==> src/rtl/alu_div_pkg.sv <==
// Shared types and sizing for the sequential restoring divider.
package alu_div_pkg;

  typedef enum logic [1:0] {
    IDLE,
    CALC,
    DONE
  } div_state_t;

  localparam int DIV_REG_WIDTH = 16;
  localparam int DIV_CNT_W     = $clog2(DIV_REG_WIDTH);

endpackage

==> src/rtl/alu_div_seq_if.sv <==
// Operand/result handshake bundle between the ALU and the sequential divider.
interface alu_div_seq_if #(
  parameter int REG_WIDTH = 16
);

  logic                 i_valid;
  logic                 i_ready;
  logic [REG_WIDTH-1:0] dividend;
  logic [REG_WIDTH-1:0] divisor;
  logic                 signed_en;
  logic                 o_valid;
  logic                 o_ready;
  logic [REG_WIDTH-1:0] quotient;
  logic [REG_WIDTH-1:0] remainder;
  logic                 div_by_zero;

  modport master (
    output i_valid, dividend, divisor, signed_en, o_ready,
    input  i_ready, o_valid, quotient, remainder, div_by_zero
  );

  modport slave (
    input  i_valid, dividend, divisor, signed_en, o_ready,
    output i_ready, o_valid, quotient, remainder, div_by_zero
  );

endinterface

==> src/rtl/alu_div_negate.sv <==
// Conditional two's-complement negation, used for operand magnitudes and the result sign fix.
module alu_div_negate #(
  parameter int REG_WIDTH = 16
) (
  input  logic [REG_WIDTH-1:0] in,
  input  logic                 en,
  output logic [REG_WIDTH-1:0] out
);

  assign out = en ? (~in + REG_WIDTH'(1)) : in;

endmodule

==> src/rtl/alu_div_seq.sv <==
// Iterative restoring divider: one quotient bit per clock, signed via magnitude + sign fix.
//   state | meaning
//   IDLE  | ready for operands, i_ready high
//   CALC  | one restoring step per cycle, REG_WIDTH cycles
//   DONE  | result held with o_valid until o_ready
module alu_div_seq
  import alu_div_pkg::*;
#(
  parameter int REG_WIDTH = DIV_REG_WIDTH
) (
  input logic         clk,
  input logic         reset,
  alu_div_seq_if.slave bus
);

  localparam int W     = REG_WIDTH;
  localparam int CNT_W = (REG_WIDTH == DIV_REG_WIDTH) ? DIV_CNT_W : $clog2(REG_WIDTH);

  div_state_t       state_q, state_d;
  logic [CNT_W-1:0] cnt_q, cnt_d;
  logic [W-1:0]     dvd_q, dvd_d;
  logic [W-1:0]     dvs_q, dvs_d;
  logic [W-1:0]     part_q, part_d;
  logic [W-1:0]     quo_q, quo_d;
  logic [W-1:0]     rem_q, rem_d;
  logic             sgn_q, sgn_d;
  logic             neg_a_q, neg_a_d;
  logic             neg_b_q, neg_b_d;
  logic             dbz_q, dbz_d;

  logic [W-1:0]     dvd_mag, dvs_mag, quo_fix, rem_fix;
  logic [W-1:0]     quo_next, part_next;
  logic [W:0]       shifted, trial;

  alu_div_negate #(.REG_WIDTH(W)) u_neg_dvd (
    .in(bus.dividend), .en(bus.signed_en & bus.dividend[W-1]), .out(dvd_mag));
  alu_div_negate #(.REG_WIDTH(W)) u_neg_dvs (
    .in(bus.divisor), .en(bus.signed_en & bus.divisor[W-1]), .out(dvs_mag));

  // Dividend register doubles as the quotient shift register.
  assign shifted   = {part_q, dvd_q[W-1]};
  assign trial     = shifted - {1'b0, dvs_q};
  assign quo_next  = {dvd_q[W-2:0], ~trial[W]};
  assign part_next = trial[W] ? shifted[W-1:0] : trial[W-1:0];

  alu_div_negate #(.REG_WIDTH(W)) u_neg_quo (
    .in(quo_next), .en(sgn_q & (neg_a_q ^ neg_b_q)), .out(quo_fix));
  alu_div_negate #(.REG_WIDTH(W)) u_neg_rem (
    .in(part_next), .en(sgn_q & neg_a_q), .out(rem_fix));

  always_comb begin
    state_d = state_q;
    cnt_d   = cnt_q;
    dvd_d   = dvd_q;
    dvs_d   = dvs_q;
    part_d  = part_q;
    quo_d   = quo_q;
    rem_d   = rem_q;
    sgn_d   = sgn_q;
    neg_a_d = neg_a_q;
    neg_b_d = neg_b_q;
    dbz_d   = dbz_q;
    unique case (state_q)
      IDLE: begin
        if (bus.i_valid) begin
          sgn_d   = bus.signed_en;
          neg_a_d = bus.dividend[W-1];
          neg_b_d = bus.divisor[W-1];
          dvd_d   = dvd_mag;
          dvs_d   = dvs_mag;
          part_d  = '0;
          cnt_d   = CNT_W'(W - 1);
          if (bus.divisor == '0) begin
            state_d = DONE;
            quo_d   = '1;
            rem_d   = bus.dividend;
            dbz_d   = 1'b1;
          end else begin
            state_d = CALC;
            dbz_d   = 1'b0;
          end
        end
      end
      CALC: begin
        dvd_d  = quo_next;
        part_d = part_next;
        cnt_d  = cnt_q - CNT_W'(1);
        if (cnt_q == '0) begin
          state_d = DONE;
          quo_d   = quo_fix;
          rem_d   = rem_fix;
        end
      end
      DONE: begin
        if (bus.o_ready) state_d = IDLE;
      end
      default: state_d = IDLE;
    endcase
  end

  always_ff @(posedge clk) begin
    if (reset) begin
      state_q <= IDLE;
      cnt_q   <= '0;
      dvd_q   <= '0;
      dvs_q   <= '0;
      part_q  <= '0;
      quo_q   <= '0;
      rem_q   <= '0;
      sgn_q   <= 1'b0;
      neg_a_q <= 1'b0;
      neg_b_q <= 1'b0;
      dbz_q   <= 1'b0;
    end else begin
      state_q <= state_d;
      cnt_q   <= cnt_d;
      dvd_q   <= dvd_d;
      dvs_q   <= dvs_d;
      part_q  <= part_d;
      quo_q   <= quo_d;
      rem_q   <= rem_d;
      sgn_q   <= sgn_d;
      neg_a_q <= neg_a_d;
      neg_b_q <= neg_b_d;
      dbz_q   <= dbz_d;
    end
  end

  assign bus.i_ready     = (state_q == IDLE);
  assign bus.o_valid     = (state_q == DONE);
  assign bus.quotient    = quo_q;
  assign bus.remainder   = rem_q;
  assign bus.div_by_zero = dbz_q;

endmodule

==> src/flat_wrapper.sv <==
// flat-port wrapper written by rule: the top's interface ports become plain ports
module alu_div_seq_flat import alu_div_pkg::*;
#(
  parameter int REG_WIDTH = DIV_REG_WIDTH
)
  (clk, reset, bus_i_valid, bus_dividend, bus_divisor, bus_signed_en, bus_o_ready, bus_i_ready, bus_o_valid, bus_quotient, bus_remainder, bus_div_by_zero);
  alu_div_seq_if #(.REG_WIDTH(REG_WIDTH)) bus_i ();
  input logic clk;
  input logic reset;
  input wire logic [$bits(bus_i.i_valid)-1:0] bus_i_valid;
  input wire logic [$bits(bus_i.dividend)-1:0] bus_dividend;
  input wire logic [$bits(bus_i.divisor)-1:0] bus_divisor;
  input wire logic [$bits(bus_i.signed_en)-1:0] bus_signed_en;
  input wire logic [$bits(bus_i.o_ready)-1:0] bus_o_ready;
  output wire logic [$bits(bus_i.i_ready)-1:0] bus_i_ready;
  output wire logic [$bits(bus_i.o_valid)-1:0] bus_o_valid;
  output wire logic [$bits(bus_i.quotient)-1:0] bus_quotient;
  output wire logic [$bits(bus_i.remainder)-1:0] bus_remainder;
  output wire logic [$bits(bus_i.div_by_zero)-1:0] bus_div_by_zero;
  assign bus_i.i_valid = bus_i_valid;
  assign bus_i.dividend = bus_dividend;
  assign bus_i.divisor = bus_divisor;
  assign bus_i.signed_en = bus_signed_en;
  assign bus_i.o_ready = bus_o_ready;
  assign bus_i_ready = bus_i.i_ready;
  assign bus_o_valid = bus_i.o_valid;
  assign bus_quotient = bus_i.quotient;
  assign bus_remainder = bus_i.remainder;
  assign bus_div_by_zero = bus_i.div_by_zero;
  alu_div_seq #(.REG_WIDTH(REG_WIDTH)) u_core (.clk(clk), .reset(reset), .bus(bus_i));
endmodule
==> config.mk <==
export PLATFORM = sky130hd
export DESIGN_NAME = alu_div_seq_flat
export DESIGN_NICKNAME = d
export VERILOG_FILES = /design/src/rtl/alu_div_pkg.sv /design/src/rtl/alu_div_seq_if.sv /design/src/rtl/alu_div_negate.sv /design/src/rtl/alu_div_seq.sv /design/src/flat_wrapper.sv
export SDC_FILE = /design/constraint.sdc
export NUM_CORES = 1
export LEC_CHECK = 0
export BUFFER_PORTS_ARGS = -buffer_cell sky130_fd_sc_hd__buf_2
export CORE_MARGIN = 10
export CORE_UTILIZATION = 64
export DETAILED_ROUTE_END_ITERATION = 10
export GPL_ROUTABILITY_DRIVEN = 0
export GPL_TIMING_DRIVEN = 0
export PLACE_DENSITY = 0.86
export SYNTH_ARGS = -nofsm -noshare
export SYNTH_HDL_FRONTEND = slang
export SYNTH_SLANG_ARGS = --single-unit
==> constraint.sdc <==
create_clock -name clk -period 8.95 [get_ports clk]
set_input_delay 1.79 -clock clk [delete_from_list [all_inputs] [get_ports clk]]
set_output_delay 1.79 -clock clk [all_outputs]
set_load 0.1 [all_outputs]
# ---- Word-level counts from Yosys, hierarchy flattened
# Cells that the tools add are included.
dict set report totals {
  in_bits 37
  reg_bits 90
}
dict set report op_classes {
  bitwise 10
  n_mux 25
  eq_ne 6
  n_reduce_logical 8
  add_sub_neg 6
}
# operator count
set op_table {}
lappend op_table {{$mux W16} 13}
lappend op_table {{$pmux W16 S2} 4}
lappend op_table {{$add A16 B1 Y16 const B} 4}
lappend op_table {{$not A16 Y16} 4}
lappend op_table {{$sub A17 B16 Y17} 1}
lappend op_table {{$logic_not A16 Y1} 1}
lappend op_table {{$mux W2} 4}
lappend op_table {{$pmux W4 S2} 1}
lappend op_table {{$pmux W2 S3} 1}
lappend op_table {{$and A1 B1 Y1} 4}
lappend op_table {{$logic_not A4 Y1} 1}
lappend op_table {{$mux W4} 1}
lappend op_table {{$ne A2 B1 Y1 const B} 2}
lappend op_table {{$ne A2 B2 Y1 const B} 2}
lappend op_table {{$reduce_and A2 Y1} 2}
lappend op_table {{$reduce_and A4 Y1} 1}
lappend op_table {{$sub A4 B1 Y4 const B} 1}
lappend op_table {{$reduce_and A3 Y1} 1}
lappend op_table {{$eq A2 B1 Y1 const B} 1}
lappend op_table {{$eq A2 B2 Y1 const B} 1}
lappend op_table {{$logic_not A2 Y1} 1}
lappend op_table {{$reduce_bool A2 Y1} 1}
lappend op_table {{$mux W1} 1}
lappend op_table {{$not A1 Y1} 1}
lappend op_table {{$xor A1 B1 Y1} 1}

# ---- Logic depth before layout (Yosys ltp)
dict set report logic_depth {
  word_depth 7
  ltp_mapped 23
}

# ---- Hierarchy
# A second synthesis with hierarchy kept.
dict set report unflattened {
  hier_cells 746
  hier_area_um2 5863.1
}
# mod seq_area_each_um2 cells_each area_per_inst_um2 instances
set modules_own_cells {}
lappend modules_own_cells {alu_div_seq 1801.7 558 4531.8 1}
lappend modules_own_cells {alu_div_negate 0.0 47 332.8 4}

# ---- Least setup slack after synthesis
# No wires, ideal clock.
dict set report synth_path {
  path_type {register to register}
  start {register u_core.dvd_q[15]}
  end {register u_core.rem_q[14] (netlist: u_core.bus.remainder[14])}
  stages_incl_launch_ff 24
  setup_slack_ns 4.705
  t_required_ns 8.854
  path_buffers 2
  setup_ns 0.096
  period_less_slack_ns 4.245
  arrival_time_ns 4.149
  path_cell_list {dfxtp_1 -> inv_1 -> ha_1 -> inv_1 -> fa_1 -> a211oi_2 -> nor4_2 -> o2111ai_1 -> nor3b_4 -> nor2_8 -> inv_2 -> buf_6 -> buf_2 -> nor2_1 -> a21oi_1 -> ha_1 -> inv_1 -> a2111oi_0 -> inv_1 -> o31ai_2 -> a31oi_1 -> nor2_2 -> xnor2_1 -> o41ai_2}
}
dict set report synth_via {
  elab_chain_len 7
}
# item line
set synth_rtl {}
lappend synth_rtl {{from (decl)} alu_div_seq.sv:21} ;# logic [W-1:0] dvd_q, dvd_d;
lappend synth_rtl {{from (signal assigned)} alu_div_seq.sv:117} ;# dvd_q <= dvd_d;
lappend synth_rtl {{$sub A17 B16 Y17} alu_div_seq.sv:42} ;# assign trial = shifted - {1'b0, dvs_q};
lappend synth_rtl {{$mux W16 (*)} alu_div_seq.sv:44} ;# assign part_next = trial[W] ? shifted[W-1:0] : trial[W-1:0];
lappend synth_rtl {{$not A16 Y16} alu_div_negate.sv:10} ;# assign out = en ? (~in + REG_WIDTH'(1)) : in;
lappend synth_rtl {{$add A16 B1 Y16} alu_div_negate.sv:10}
lappend synth_rtl {{$mux W16 (*)} alu_div_negate.sv:10}
lappend synth_rtl {{$mux W16 (*)} alu_div_seq.sv:88} ;# if (cnt_q == '0) begin
lappend synth_rtl {{$pmux W16 S2 (*)} alu_div_seq.sv:63} ;# unique case (state_q)
lappend synth_rtl {{to (signal assigned)} alu_div_seq.sv:121} ;# rem_q <= rem_d;
lappend synth_rtl {{to (decl)} alu_div_seq.sv:25} ;# logic [W-1:0] rem_q, rem_d;
# Mark *: on every way between the ends. The rest lies on a longest branch, timed or not. The select of a mux whose other input is x is not followed.
# A chain may end at the register's enable or synchronous reset.

# ---- Worst setup path in the final report
dict set report layout_path {
  start {register u_core.dvd_q[15]}
  end {register u_core.rem_q[10] (netlist: u_core.bus.remainder[10])}
}
# The elaborated chain is that of the path after synthesis.

==> metrics.csv <==
stage,metric,value,unit
run_status,status,completed,
final_layout,drive_gt1_share,13.26,%
synth,syn_inst,774,
drt,drt_pass1_iterations,7,
timing,skew,0.01824,ns
floorplan,die_w,115.8,um
power_and_ir_drop,combPwrFrac,51.5,%
floorplan,placement_rows,34,
power_and_ir_drop,pwr-share-clk,17.6,%
cts,path_clk_slew,0.11,ns
timing,timing.final.hold_violations,0,
final_layout,area_growth,11.59,%
global_routing,grt_pass1_vias,5964,
setup_path,crit_fanout,10,
power_and_ir_drop,power.density,245.1,nW/um^2
setup_path,r2r_cells,23,
setup_path,rr_endpoint,u_core.bus.remainder[10]$_SDFFE_PP0P_,
cts,clock-root-buffer,clkbuf_8,
cts,cts_tree,done,
synth,yosysSeqAreaShare,30.68,%
global_routing,overflow,0,
drt,via_count,6314,
drt,wl_met3,2222,um
global_routing,antenna_found_initial,0,
cts,postCtsSetupRepairBufs,0,
drt,viasPerCell,6.523,
synth,netlist_area,5873,sq um
timing,period_share,61.26,%
drt,drtIter0Drc,796,
setup_path,cp_common_cell,inv_1,
setup_path,cp-start-kind,register,
timing,fmax,182.4,MHz
setup_path,worstSetupPathType,reg2reg,
drt,wire_per_inst,19.07,um
global_routing,globalRouteTotalUtil,27.21,%
setup_path,cp.required,9.26,ns
global_routing,grt_pass1_wl,29250,um
place,place_hpwl,14210,um
final_layout,seq_area,1802,sq um
drt,drt-met1-wl,7494,um
setup_path,critPathArrivalTime,5.79,ns
flow_run,maxCapViolCount,0,
drt,wl_met2,8268,um
final_layout,layout_commonest_cell,nor2_1,
cts,cts_resized,0,
floorplan,ios,72,
floorplan,start_util,66.70,%
power_and_ir_drop,p_leak,2.567,nW
cts,h-tree-depth,3,
setup_path,slowest_stage,a2111oi_0,
synth,synth_edf_count,0,
worst_hold_path,min_to,u_core.dvs_q[15]$_SDFFE_PP0P_,
setup_path,max_stage_delay,0.54,ns
setup_path,reg2reg_from,u_core.dvd_q[15]$_SDFFE_PP0P_,
final_layout,diodes,0,
synth,synth_seq_cells,90,
global_routing,grt_max_degree,19,
floorplan,coreArea,8806,sq um
final_layout,nNetsFinal,914,
timing,setup_tns,0,ns
timing,rsz0062_at_grt,no,
timing,worst_pin_slew,0.8139,ns
cts,hold_buffers,0,
synth,synthFlopType,dfxtp_1,
timing,setup_viol,0,
synth,async_reset_ff_share,0,%
synth,avgSynthCellArea,7.588,sq um
cts,cts_sinks,90,
power_and_ir_drop,irDropWorstVdd,127.0,uV
cts,numCtsBuffers,9,
worst_hold_path,holdCritStartpoint,u_core.dvs_q[15]$_SDFFE_PP0P_,
floorplan,dieHeight,115.8,um
final_layout,final_cell_mix,"nor2_1 (118), dfxtp_1 (90), a21oi_1 (75)",
drt,drc_errors,0,
synth,synth_warnings,0,
synth,syn_nets,833,
timing,period_needed,5.483,ns
power_and_ir_drop,p_seq_share,30.9,%
power_and_ir_drop,p_sw,0.7976,mW
final_layout,n_fill_cell,724,
timing,drv_slew,0,
power_and_ir_drop,intPower,0.8090,mW
floorplan,die-area,13410,sq um
timing,slew_headroom,45.24,%
worst_hold_path,hp-class,reg2reg,
final_layout,multi_input_area,3750,sq um
setup_path,critical_path.cell_chain,inv_1 -> ha_1 -> inv_1 -> fa_1 -> a211oi_2 -> nor4_2 -> o2111ai_1 -> nor3b_4 -> nor2_8 -> inv_2 -> buf_6 -> buf_2 -> nor2_1 -> a21oi_1 -> ha_1 -> inv_1 -> a2111oi_0 -> inv_1 -> o31ai_2 -> a31oi_1 -> xnor2_1 -> nand2_1 -> a31oi_1,
power_and_ir_drop,finalPower,1.607,mW
drt,ant_nets,0,
synth,synth_cell_types,73,
drt,top_layer,met4,
setup_path,end_kind,register,
cts,clock_latency,0.38,ns
place,numPortBuffers,70,
power_and_ir_drop,p_sw_share,49.64,%
setup_path,r2r_slack,3.47,ns
worst_hold_path,hold_path_depth,2,
drt,finalWirelength,18460,um
cts,clk_path_buf_depth,2,
==> layer usage <==
layer | GRT usage, % | up-vias
li1 | - | 2933
met5 | 0 | -
met3 | 7.545 | 60
met4 | 10.01 | 0
met1 | 35.30 | 2929
met2 | 42.28 | 392
==> power by group through the flow <==
stage	registers [mW]	clock network, mW	logic [mW]
2_1_floorplan	0.651	0	0.476
3_3_place_gp	0.500	0	0.783
3_5_place_dp	0.503	0	0.802
4_1_cts	0.494	0.281	0.810
5_1_grt	0.501	0.299	0.885
6_report	0.496	0.283	0.827
==> synth_stat cells, drive strengths merged, types with 3 or more instances <==
cell,n,area [sq um]
nand2,60,225.2
a31oi,18,112.6
buf,7,38.79
and4,3,26.28
a22oi,4,30.03
nor2b,3,18.77
o21ai,50,250.2
a21oi,75,375.4
mux2i,13,133.9
a2111oi,3,26.28
nor4,9,62.56
a221oi,3,32.53
a211oi,27,207.7
a222oi,3,30.03
ha,21,262.8
mux2,3,33.78
a311oi,12,105.1
a21o,3,22.52
clkbuf,40,151.4
nand2b,4,25.02
o41ai,5,70.08
dfxtp,90,1802
nor2,121,475.5
xnor2,40,350.3
and3,3,18.77
nand3,16,80.08
and2,7,43.80
o31ai,7,57.55
or2,3,18.77
inv,35,131.4
nor3b,3,33.78
or3,8,50.05
xor2,21,183.9
nor3,27,145.1
==> critical path: cells and delay by family, from the launching register on <==
| family | cells | cell delay, ns |
|---|---|---|
| buffers and inverters | 7 | 0.83 |
| AND/OR/NAND/NOR | 5 | 0.85 |
| adder cells (fa/ha/maj) | 3 | 0.90 |
| flip-flops | 1 | 0.39 |
| AO/OA/AOI/OAI | 7 | 2.19 |
| XOR/XNOR | 1 | 0.26 |
==> logic make-up after synthesis <==
kind of cell	after synthesis	share of synthesized area, %
and+or+nand+nor	272	21.47
AOI/OAI and AO/OA	231	25.61
DFF	90	30.68
buffers and inverters	82	5.475
xor gates and xnor gates	61	9.097
adders and majority gates	22	4.815
muxes	16	2.855
==> registers in the layout, indices dropped and copies added, names as in the netlist <==
register	count
u_core.neg_a_q	1
u_core.dvd_q	16
u_core.dvs_q	16
u_core.cnt_q	4
u_core.sgn_q	1
u_core.bus.remainder	16
u_core.state_q	2
u_core.part_q	16
u_core.neg_b_q	1
u_core.bus.div_by_zero	1
u_core.bus.quotient	16
==> per-stage QoR <==
| stage | worst slack (ns) | hold slack, ns | instances | instance area [sq um] | utilization [%] |
|---|---|---|---|---|---|
| after floorplan | 4.705 | 0.4319 | 774 | 5873 | - |
| after global placement | 3.875 | 0.4436 | 952 | 6359 | 72.21 |
| after detailed placement | 3.709 | 0.4577 | 952 | 6359 | 72.21 |
| after CTS | 3.633 | 0.4712 | 968 | 6554 | 74.42 |
| after global routing | 3.201 | 0.4879 | 968 | 6554 | 74.42 |
| final | 3.467 | 0.4712 | 968 | 6554 | 74.42 |
==> worst max path at each step <==
stage / start / to / slack (ns) / cells past startpoint
2_1_floorplan: u_core.dvd_q[15]$_SDFFE_PP0P_ / u_core.bus.remainder[14]$_SDFFE_PP0P_ / 4.71 / 23
3_3_place_gp: u_core.dvd_q[15]$_SDFFE_PP0P_ / u_core.bus.remainder[14]$_SDFFE_PP0P_ / 3.88 / 23
3_5_place_dp: u_core.dvd_q[15]$_SDFFE_PP0P_ / u_core.bus.remainder[14]$_SDFFE_PP0P_ / 3.71 / 23
4_1_cts: u_core.dvd_q[15]$_SDFFE_PP0P_ / u_core.bus.remainder[14]$_SDFFE_PP0P_ / 3.63 / 23
5_1_grt: u_core.dvd_q[15]$_SDFFE_PP0P_ / u_core.bus.remainder[10]$_SDFFE_PP0P_ / 3.20 / 23
6_report: u_core.dvd_q[15]$_SDFFE_PP0P_ / u_core.bus.remainder[10]$_SDFFE_PP0P_ / 3.47 / 23
==> area by class of cell <==
class | instances | area share, %
flip-flops and latches | 90 | 27.49
well taps | 108 | 2.062
inverters | 35 | 2.005
clock buffers | 9 | 1.890
clock inverters | 7 | 1.088
multi-input cells | 602 | 57.22
repair buffers | 70 | 5.346
plain buffers | 47 | 2.902
(Power assumes the default switching activity.)
